--- src/rtl/mmm_serial_multiplier.sv ---
// Bit-serial Montgomery multiplier: result = A*B*2^-WIDTH mod M.
// Ports: clk, rstb (async low), ena, start, op_a/op_b/modulus in; result, busy, done out.
module mmm_serial_multiplier #(
  parameter int WIDTH = 8
) (
  input  logic             clk,
  input  logic             rstb,
  input  logic             ena,
  input  logic             start,
  input  logic [WIDTH-1:0] op_a,
  input  logic [WIDTH-1:0] op_b,
  input  logic [WIDTH-1:0] modulus,
  output logic [WIDTH-1:0] result,
  output logic             busy,
  output logic             done
);

  localparam int CW = $clog2(WIDTH + 1);
  localparam int PW = WIDTH + 2;

  typedef enum logic [1:0] {
    IDLE,
    ITER,
    FIX,
    DONE
  } state_t;

  state_t           state_q, state_d;
  logic [PW-1:0]    p_q, p_d;
  logic [WIDTH-1:0] a_q, a_d;
  logic [WIDTH-1:0] b_q, b_d;
  logic [WIDTH-1:0] m_q, m_d;
  logic [CW-1:0]    cnt_q, cnt_d;
  logic [WIDTH-1:0] res_q, res_d;

  logic [PW-1:0]    t_sum;
  logic [PW-1:0]    u_sum;
  logic [WIDTH-1:0] diff;

  // P < 2M keeps both partial sums below 2^(WIDTH+2).
  always_comb begin
    t_sum = p_q + (a_q[0] ? {2'b00, b_q} : '0);
    u_sum = t_sum + (t_sum[0] ? {2'b00, m_q} : '0);
    // P - M < M < 2^WIDTH, so modulo-2^WIDTH subtraction is exact.
    diff  = p_q[WIDTH-1:0] - m_q;
  end

  always_comb begin
    state_d = state_q;
    p_d     = p_q;
    a_d     = a_q;
    b_d     = b_q;
    m_d     = m_q;
    cnt_d   = cnt_q;
    res_d   = res_q;
    unique case (state_q)
      IDLE: begin
        if (start) begin
          a_d     = op_a;
          b_d     = op_b;
          m_d     = modulus;
          p_d     = '0;
          cnt_d   = '0;
          state_d = ITER;
        end
      end
      ITER: begin
        p_d   = u_sum >> 1;
        a_d   = a_q >> 1;
        cnt_d = cnt_q + 1'b1;
        if (cnt_q == CW'(WIDTH - 1)) begin
          state_d = FIX;
        end
      end
      FIX: begin
        if (p_q >= {2'b00, m_q}) begin
          res_d = diff;
        end else begin
          res_d = p_q[WIDTH-1:0];
        end
        state_d = DONE;
      end
      DONE: begin
        state_d = IDLE;
      end
      default: begin
        state_d = IDLE;
      end
    endcase
  end

  always_ff @(posedge clk or negedge rstb) begin
    if (!rstb) begin
      state_q <= IDLE;
      p_q     <= '0;
      a_q     <= '0;
      b_q     <= '0;
      m_q     <= '0;
      cnt_q   <= '0;
      res_q   <= '0;
    end else if (ena) begin
      state_q <= state_d;
      p_q     <= p_d;
      a_q     <= a_d;
      b_q     <= b_d;
      m_q     <= m_d;
      cnt_q   <= cnt_d;
      res_q   <= res_d;
    end
  end

  assign result = res_q;
  assign busy   = (state_q != IDLE);
  assign done   = (state_q == DONE);

endmodule

--- config.mk ---
export PLATFORM = sky130hd
export DESIGN_NAME = mmm_serial_multiplier
export DESIGN_NICKNAME = d
export VERILOG_FILES = /design/src/rtl/mmm_serial_multiplier.sv
export SDC_FILE = /design/constraint.sdc
export NUM_CORES = 1
export LEC_CHECK = 0
export BUFFER_PORTS_ARGS = -buffer_cell sky130_fd_sc_hd__buf_2
export CAP_MARGIN = 20
export CORE_UTILIZATION = 40
export CTS_CLUSTER_SIZE = 16
export DETAILED_ROUTE_END_ITERATION = 10
export GPL_TIMING_DRIVEN = 0
export SETUP_SLACK_MARGIN = 0.05
export SLEW_MARGIN = 10
export SYNTH_ARGS = -nofsm -noshare
export SYNTH_HDL_FRONTEND = slang
export SYNTH_SLANG_ARGS = --single-unit
--- constraint.sdc ---
create_clock -name clk -period 3.8 [get_ports clk]
set_input_delay 0.19 -clock clk [delete_from_list [all_inputs] [get_ports clk]]
set_output_delay 0.19 -clock clk [all_outputs]
set_load 0.02 [all_outputs]
==> results of run 1 <==
## Yosys cell counts (6+ instances only)
library cell	n
a21oi_1	14
a31oi_1	7
and2_1	17
clkbuf_1	6
dfrtp_1	47
ha_1	29
inv_1	17
mux2_2	16
mux2i_1	9
nand2_1	27
nand3_1	21
nor2_1	19
o21a_1	7
o21ai_0	26
xnor2_1	11
## logic make-up (layout without fill, tap and decap cells)
group	count (synthesis)	in the layout	share of synthesized area
buffers and inverters	28	75	0.0379
adder cells (fa/ha/maj)	32	32	0.131
multiplexers	25	25	0.0836
AO/OA/AOI/OAI	83	83	0.171
XOR/XNOR	16	16	0.0433
AND/OR/NAND/NOR	110	110	0.170
flip-flops	47	47	0.364
## sequential cells by signal, summed over array words and instances (netlist names)
signal,cells
p_q,9
m_q,8
result,8
a_q,8
state_q,2
b_q,8
cnt_q,4
## per-stage QoR
stage               worst slack, ps  cell area, µm²  utilization
finish                          370            3670        0.473
detailed placement              410            3550        0.457
global route                    105            3670        0.473
CTS                             356            3640        0.469
floorplan                       705            3230            -
global placement                445            3550        0.457
## report_power, final
| part | leakage, nW | switching [W] | total, W | internal (W) |
|---|---|---|---|---|
| sequential | 0.575 | 0.000186 | 0.000916 | 0.000730 |
| clock | 0.0484 | 0.000176 | 0.000326 | 0.000150 |
| combinational | 1.11 | 0.00104 | 0.00194 | 0.000901 |
| total | 1.73 | 0.00141 | 0.00319 | 0.00178 |
## layout make-up
type                    instances  area share
plain buffers                  11      0.0160
clock buffers                   7      0.0235
clock inverters                 1     0.00239
inverters                      17      0.0174
multi-input cells             266       0.527
flip-flops and latches         47       0.320
well taps                     102      0.0348
repair buffers                 39      0.0586
## layout by cell type (no fill, tap or decap), types with 16 or more instances in the layout
cell / n
mux2_2: 16
dfrtp_1: 47
o21ai_0: 26
nand2_1: 27
nor2_1: 19
inv_1: 17
buf_2: 39
and2_1: 17
nand3_1: 21
ha_1: 29
## how the worst min path moves through the flow
| stage | from | to | slack (ps) | cells after the start |
|---|---|---|---|---|
| after floorplan | rstb | a_q[0] | -110 | 0 |
| after global placement | op_b[4] | b_q[4] | 420 | 2 |
| after detailed placement | op_b[5] | b_q[5] | 430 | 2 |
| after CTS | op_b[0] | b_q[0] | 110 | 2 |
| after global routing | modulus[2] | m_q[2] | 100 | 2 |
| final | modulus[4] | m_q[4] | 120 | 2 |
## layer usage
| metal | global-route usage | share of wire | up-vias |
|---|---|---|---|
| met1 | 0.228 | 0.50 | 1194 |
| met2 | 0.305 | 0.47 | 29 |
| met5 | 0 | 0 | - |
| li1 | - | - | 1310 |
| met4 | 0.0313 | 0.0071 | 0 |
| met3 | 0.0299 | 0.020 | 4 |
## repair_timing
| action | 4_1_cts | 5_1_grt |
|---|---|---|
| hold buffers | 0 | 1 |
| endpoints found under the setup margin | 0 | 0 |
| gates resized for setup | 0 | 0 |
| endpoints found under the hold margin | 0 | 16 |
==> reports/metrics.yaml, run 1 <==
status:
  status: "finished clean"
detailed_routing:
  drt_iter0_drc: 101
  route.vias.total: 2537
  antenna_left: 0
  routedWlPerCell_um: 13.8
  vias_per_cell: 5.18
  drt-pass1-iter-count: 4
  drc_errors: 0
  wl_um: 6770
place:
  dp_hpwl_um: 5300
  gp_congestion: 0.870
  place_inst: 480
  place.port_buffers: 37
logic_synthesis:
  synth-seq-cells: 47
  yosysUniqueCellTypes: 44
  synth_seq_area_share: 0.364
  synth_edf_count: 0
  yosysWarnings: 0
  synthFlopType: "dfrtp_1"
  synth_top_area_frac: 0.364
  synth_nets: 401
  yosysTopAreaCell: "dfrtp_1"
  syn_inst: 341
  synth.avg_cell_area_um2: 9.48
  syn-cell-area_um2: 3230
  synth_area_leaders: "dfrtp_1 (36%), ha_1 (11%), mux2_2 (5.6%), o21ai_0 (4.0%), and2_1 (3.3%)"
  async_reset_ff_frac: 1.00
floorplanning:
  fp-row-count: 32
  start_util: 0.416
  coreArea_um2: 7770
  die_y_um: 91.9
  pin_count: 38
  die-area_um2: 8450
  die_w_um: 91.9
finish:
  diodes: 0
  fill_cells: 806
  multi_input_area_um2: 1930
  fin_cells: 490
  layout-drive-gt1-share: 0.191
  seq_area_um2: 1180
  nets: 447
  area_delta_synth_final_pct: 13.5
critical_path:
  cp.arrival_ps: 3670
  crit_fanout: 9
  cp_common_cell: "ha_1"
  timing.critical_path.cells: "and2_1 > ha_1 > and3_1 > a221o_1 > nor2_1 > xnor2_1 > ha_1 > nand3_1 > a21oi_1 > o31a_1 > or4b_1 > o31ai_1 > a211o_1"
  crit_path_end: "p_q[8]"
  cp_slowest_stage_delay_ps: 460
  worst_r2r_startpoint: "a_q[0]"
  crit_path_end_kind: "flop"
  path_class: "reg -> reg"
  crit_start: "a_q[0]"
  rr_worst_depth: 13
  critical_path_depth: 13
  crit_slowest_cell: "dfrtp_1"
  r2r_end: "p_q[8]"
  timing.critical_path.max_delay_family: "simple AND/OR/NAND/NOR gates"
  start_kind: "flop"
  worstPathRequired_ps: 4040
  cp.buffers_inverters: 0
  r2r_slack_ps: 370
worst_hold_path:
  hold_class: "in -> reg"
grt:
  antenna_found_initial: 0
  grt_pass1_vias: 2521
  grt-ovfl-total: 0
  grt_max_degree: 48
  grt.total_usage: 0.175
  grt_pass1_wl_um: 11800
timing:
  clock_skew_ps: 7.87
  drv_slew: 0
  whs_ps: 116
  setup_viol_count_final: 0
  fmax_mhz: 292
  hold_violations: 0
  worst_slew_pin_slew_ps: 548
  finalSetupTns_ps: 0
  relSlewSlack: 0.634
  finalCritPeriodShare: 0.903
  rsz0062_at_grt: "no"
  min_period_ps: 3430
clocking:
  cts_htree_levels: 2
  cts_made_buffers: 5
  post-cts-setup-buffers: 0
  clock_path_buffers: 2
  clk_latency_ps: 300
  cts_tree: "done"
  cts_sinks: 47
  clkTransAtPathRegs_ps: 90
  root_buffer: "clkbuf_8"
job:
  maxCapViolations: 0
power_and_ir_drop:
  leakage_nw: 1.73
  p_per_area_nw_per_um2: 868
  power_w: 0.00319
  ir_drop_v: 0.000319
No activity file was read; power rests on OpenSTA's default activity.
==> inputs of run 2 (changes only) <==
Settings changed: CORE_ASPECT_RATIO from default to 0.75.
==> reports/metrics.yaml, run 2 (synthesis results as in run 1) <==
place:
  dp_hpwl_um: 5410  # was 5300 µm
  place_inst: 479  # was 480
  gp_congestion: 0.901  # was 0.870
  place.port_buffers: 37  # unchanged
  place_area_um2: 3540  # was 3550 µm²
  preCtsSetupSlack_ps: 413  # was 410 ps
critical_path:
  r2r_slack_ps: 360  # was 370 ps
  start_kind: "flop"  # unchanged
  worstPathRequired_ps: 4030  # was 4040 ps
  crit_start: "a_q[0]"  # unchanged
  r2r_end: "p_q[8]"  # unchanged
  rr_worst_depth: 13  # unchanged
  crit_path_end: "p_q[8]"  # unchanged
  worst_r2r_startpoint: "a_q[0]"  # unchanged
  path_class: "reg -> reg"  # unchanged
  crit_path_end_kind: "flop"  # unchanged
  crit_fanout: 9  # unchanged
  cp.arrival_ps: 3670  # about the same
finish:
  fin_area_um2: 3680  # was 3670 µm²
  layout_commonest_cell: "dfrtp_1"  # unchanged
  regMostFlops: "p_q"  # unchanged
  nets: 447  # unchanged
  diodes: 0  # unchanged
  area_delta_synth_final_pct: 13.7  # was 13.5%
  fin_cells: 488  # was 490
  final_cell_mix: "dfrtp_1 (47), buf_2 (39), ha_1 (29)"  # unchanged
  layout-drive-gt1-share: 0.189  # was 0.191
  largest_reg_flops: 9  # unchanged
  post-route-util: 0.486  # was 0.473
grt:
  grt_use_met3: 0.0278  # was 0.0299
  grt.busiest_layer: "met2"  # unchanged
  grt-ovfl-total: 0  # unchanged
  grt_pass1_wl_um: 11900  # was 11,800 µm
  grt_pass1_vias: 2570  # was 2,521
  use_met1: 0.247  # was 0.228
  grt_max_degree: 48  # unchanged
  antenna_found_initial: 0  # unchanged
  grt.total_usage: 0.178  # was 0.175
  met2_usage: 0.293  # was 0.305
timing:
  hold_violations: 0  # unchanged
  clock_skew_ps: 8.68  # was 7.87 ps
  finalCritPeriodShare: 0.905  # was 0.903
  worst_slew_pin_slew_ps: 554  # was 548 ps
  rsz0062_at_grt: "no"  # unchanged
  drv_slew: 0  # unchanged
  finalSetupTns_ps: 0  # unchanged
  fin_ws_ps: 360  # was 370 ps
  min_period_ps: 3440  # was 3430 ps
  fmax_mhz: 291  # was 292 MHz
  setup_viol_count_final: 0  # unchanged
  relSlewSlack: 0.631  # was 0.634
floorplanning:
  fp-row-count: 27  # was 32
  die_w_um: 106  # was 91.9 µm
  coreArea_um2: 7570  # was 7770 µm²
  start_util: 0.427  # was 0.416
  die-area_um2: 8450  # about the same
  die_y_um: 79.9  # was 91.9 µm
  pin_count: 38  # unchanged
detailed_routing:
  drt_iter0_drc: 106  # was 101
  routedWlPerCell_um: 14.1  # was 13.8 µm
  drc_errors: 0  # unchanged
  drt-pass1-iter-count: 4  # unchanged
  vias_per_cell: 5.23  # was 5.18
  route.vias.total: 2552  # was 2,537
  wl_um: 6890  # was 6770 µm
  antenna_left: 0  # unchanged
clocking:
  clkTransAtPathRegs_ps: 90  # about the same
  cts_htree_levels: 2  # unchanged
  root_buffer: "clkbuf_8"  # unchanged
  cts_made_buffers: 5  # unchanged
  cts_sinks: 47  # unchanged
  clk_latency_ps: 300  # about the same
  cts_tree: "done"  # unchanged
  post-cts-setup-buffers: 0  # unchanged
  cts_repair_resize_count: 0  # unchanged
  clock_path_buffers: 2  # unchanged
power_and_ir_drop:
  ir_drop_v: 0.000306  # was 0.000319 V
  leakage_nw: 1.73  # about the same
  p_clk_frac: 0.111  # was 0.102
  swShare: 0.436  # was 0.441
  netSwitchingPower_w: 0.00141  # about the same
  p_int_w: 0.00182  # was 0.00178 W
  p_per_area_nw_per_um2: 879  # was 868 nW/µm²
  seqPwrFrac: 0.286  # was 0.288
  combinationalPowerShare: 0.603  # was 0.610
status:
  status: "finished clean"  # unchanged
worst_hold_path:
  hold_class: "in -> reg"  # unchanged
job:
  maxCapViolations: 0  # unchanged
-- run 2: changes by cell type in the layout (fill, tap and decap cells not counted) --
cell,previous run,this run
clkbuf_8,6,5
bufinv_16,0,1
clkinv_4,1,0
-- run 2: routing by layer --
metal	up-vias	routed length [µm]
met2	56	2980
met3	5	319
li1	1312	-
met1	1179	3550
met5	-	0
met4	0	40
-- run 2: final cells by class --
| type | instances | area [µm²] |
|---|---|---|
| Sequential cell | 47 | 1180 |
| Timing Repair Buffer | 39 | 215 |
| Inverter | 17 | 63.8 |
| Buffer | 11 | 58.8 |
| Multi-Input combinational cell | 266 | 1930 |
| Clock inverter | 1 | 30.0 |
| Tap cell | 101 | 126 |
| Clock buffer | 6 | 72.6 |
| Fill cell | 747 | 3890 |
-- run 2: worst min path at each step --
stage	startpoint	slack, ps	depth (start not counted)	to
floorplan	rstb	-110	0	a_q[0]
global placement	op_b[4]	420	2	b_q[4]
detailed placement	modulus[7]	430	2	m_q[7]
CTS	modulus[4]	110	2	m_q[4]
global route	modulus[1]	110	2	m_q[1]
finish	modulus[4]	120	2	m_q[4]
-- run 2: power by group through the flow --
stage                     clock [W]  sequential, W  combinational [W]
after global routing       0.000390       0.000964            0.00220
after detailed placement          0       0.000936            0.00195
after global placement            0       0.000925            0.00191
final                      0.000358       0.000925            0.00195
after CTS                  0.000372       0.000927            0.00196
after floorplan                   0       0.000918            0.00152
-- run 2: timing repair --
| action | 4_1_cts | 5_1_grt |
|---|---|---|
| endpoints found under the setup margin | 0 | 0 |
| hold endpoints to repair | 0 | 10 |
| hold buffers | 0 | 1 |
-- run 2: stage by stage --
stage	hold WS (ps)	power, W
after detailed placement	427	0.00288
final	119	0.00323
after global routing	107	0.00355
after floorplan	-106	0.00244
after global placement	422	0.00284
after CTS	111	0.00325
-- run 2: critical path, stage by stage (launching register included) --
cell and delay [ps]:
dfrtp_1 470, and2_1 170, ha_1 350, and3_1 210, a221o_1 370, nor2_1 130, xnor2_1 120, ha_1 350
nand3_1 140, a21oi_1 220, o31a_1 210, or4b_1 440, o31ai_1 80, a211o_1 120
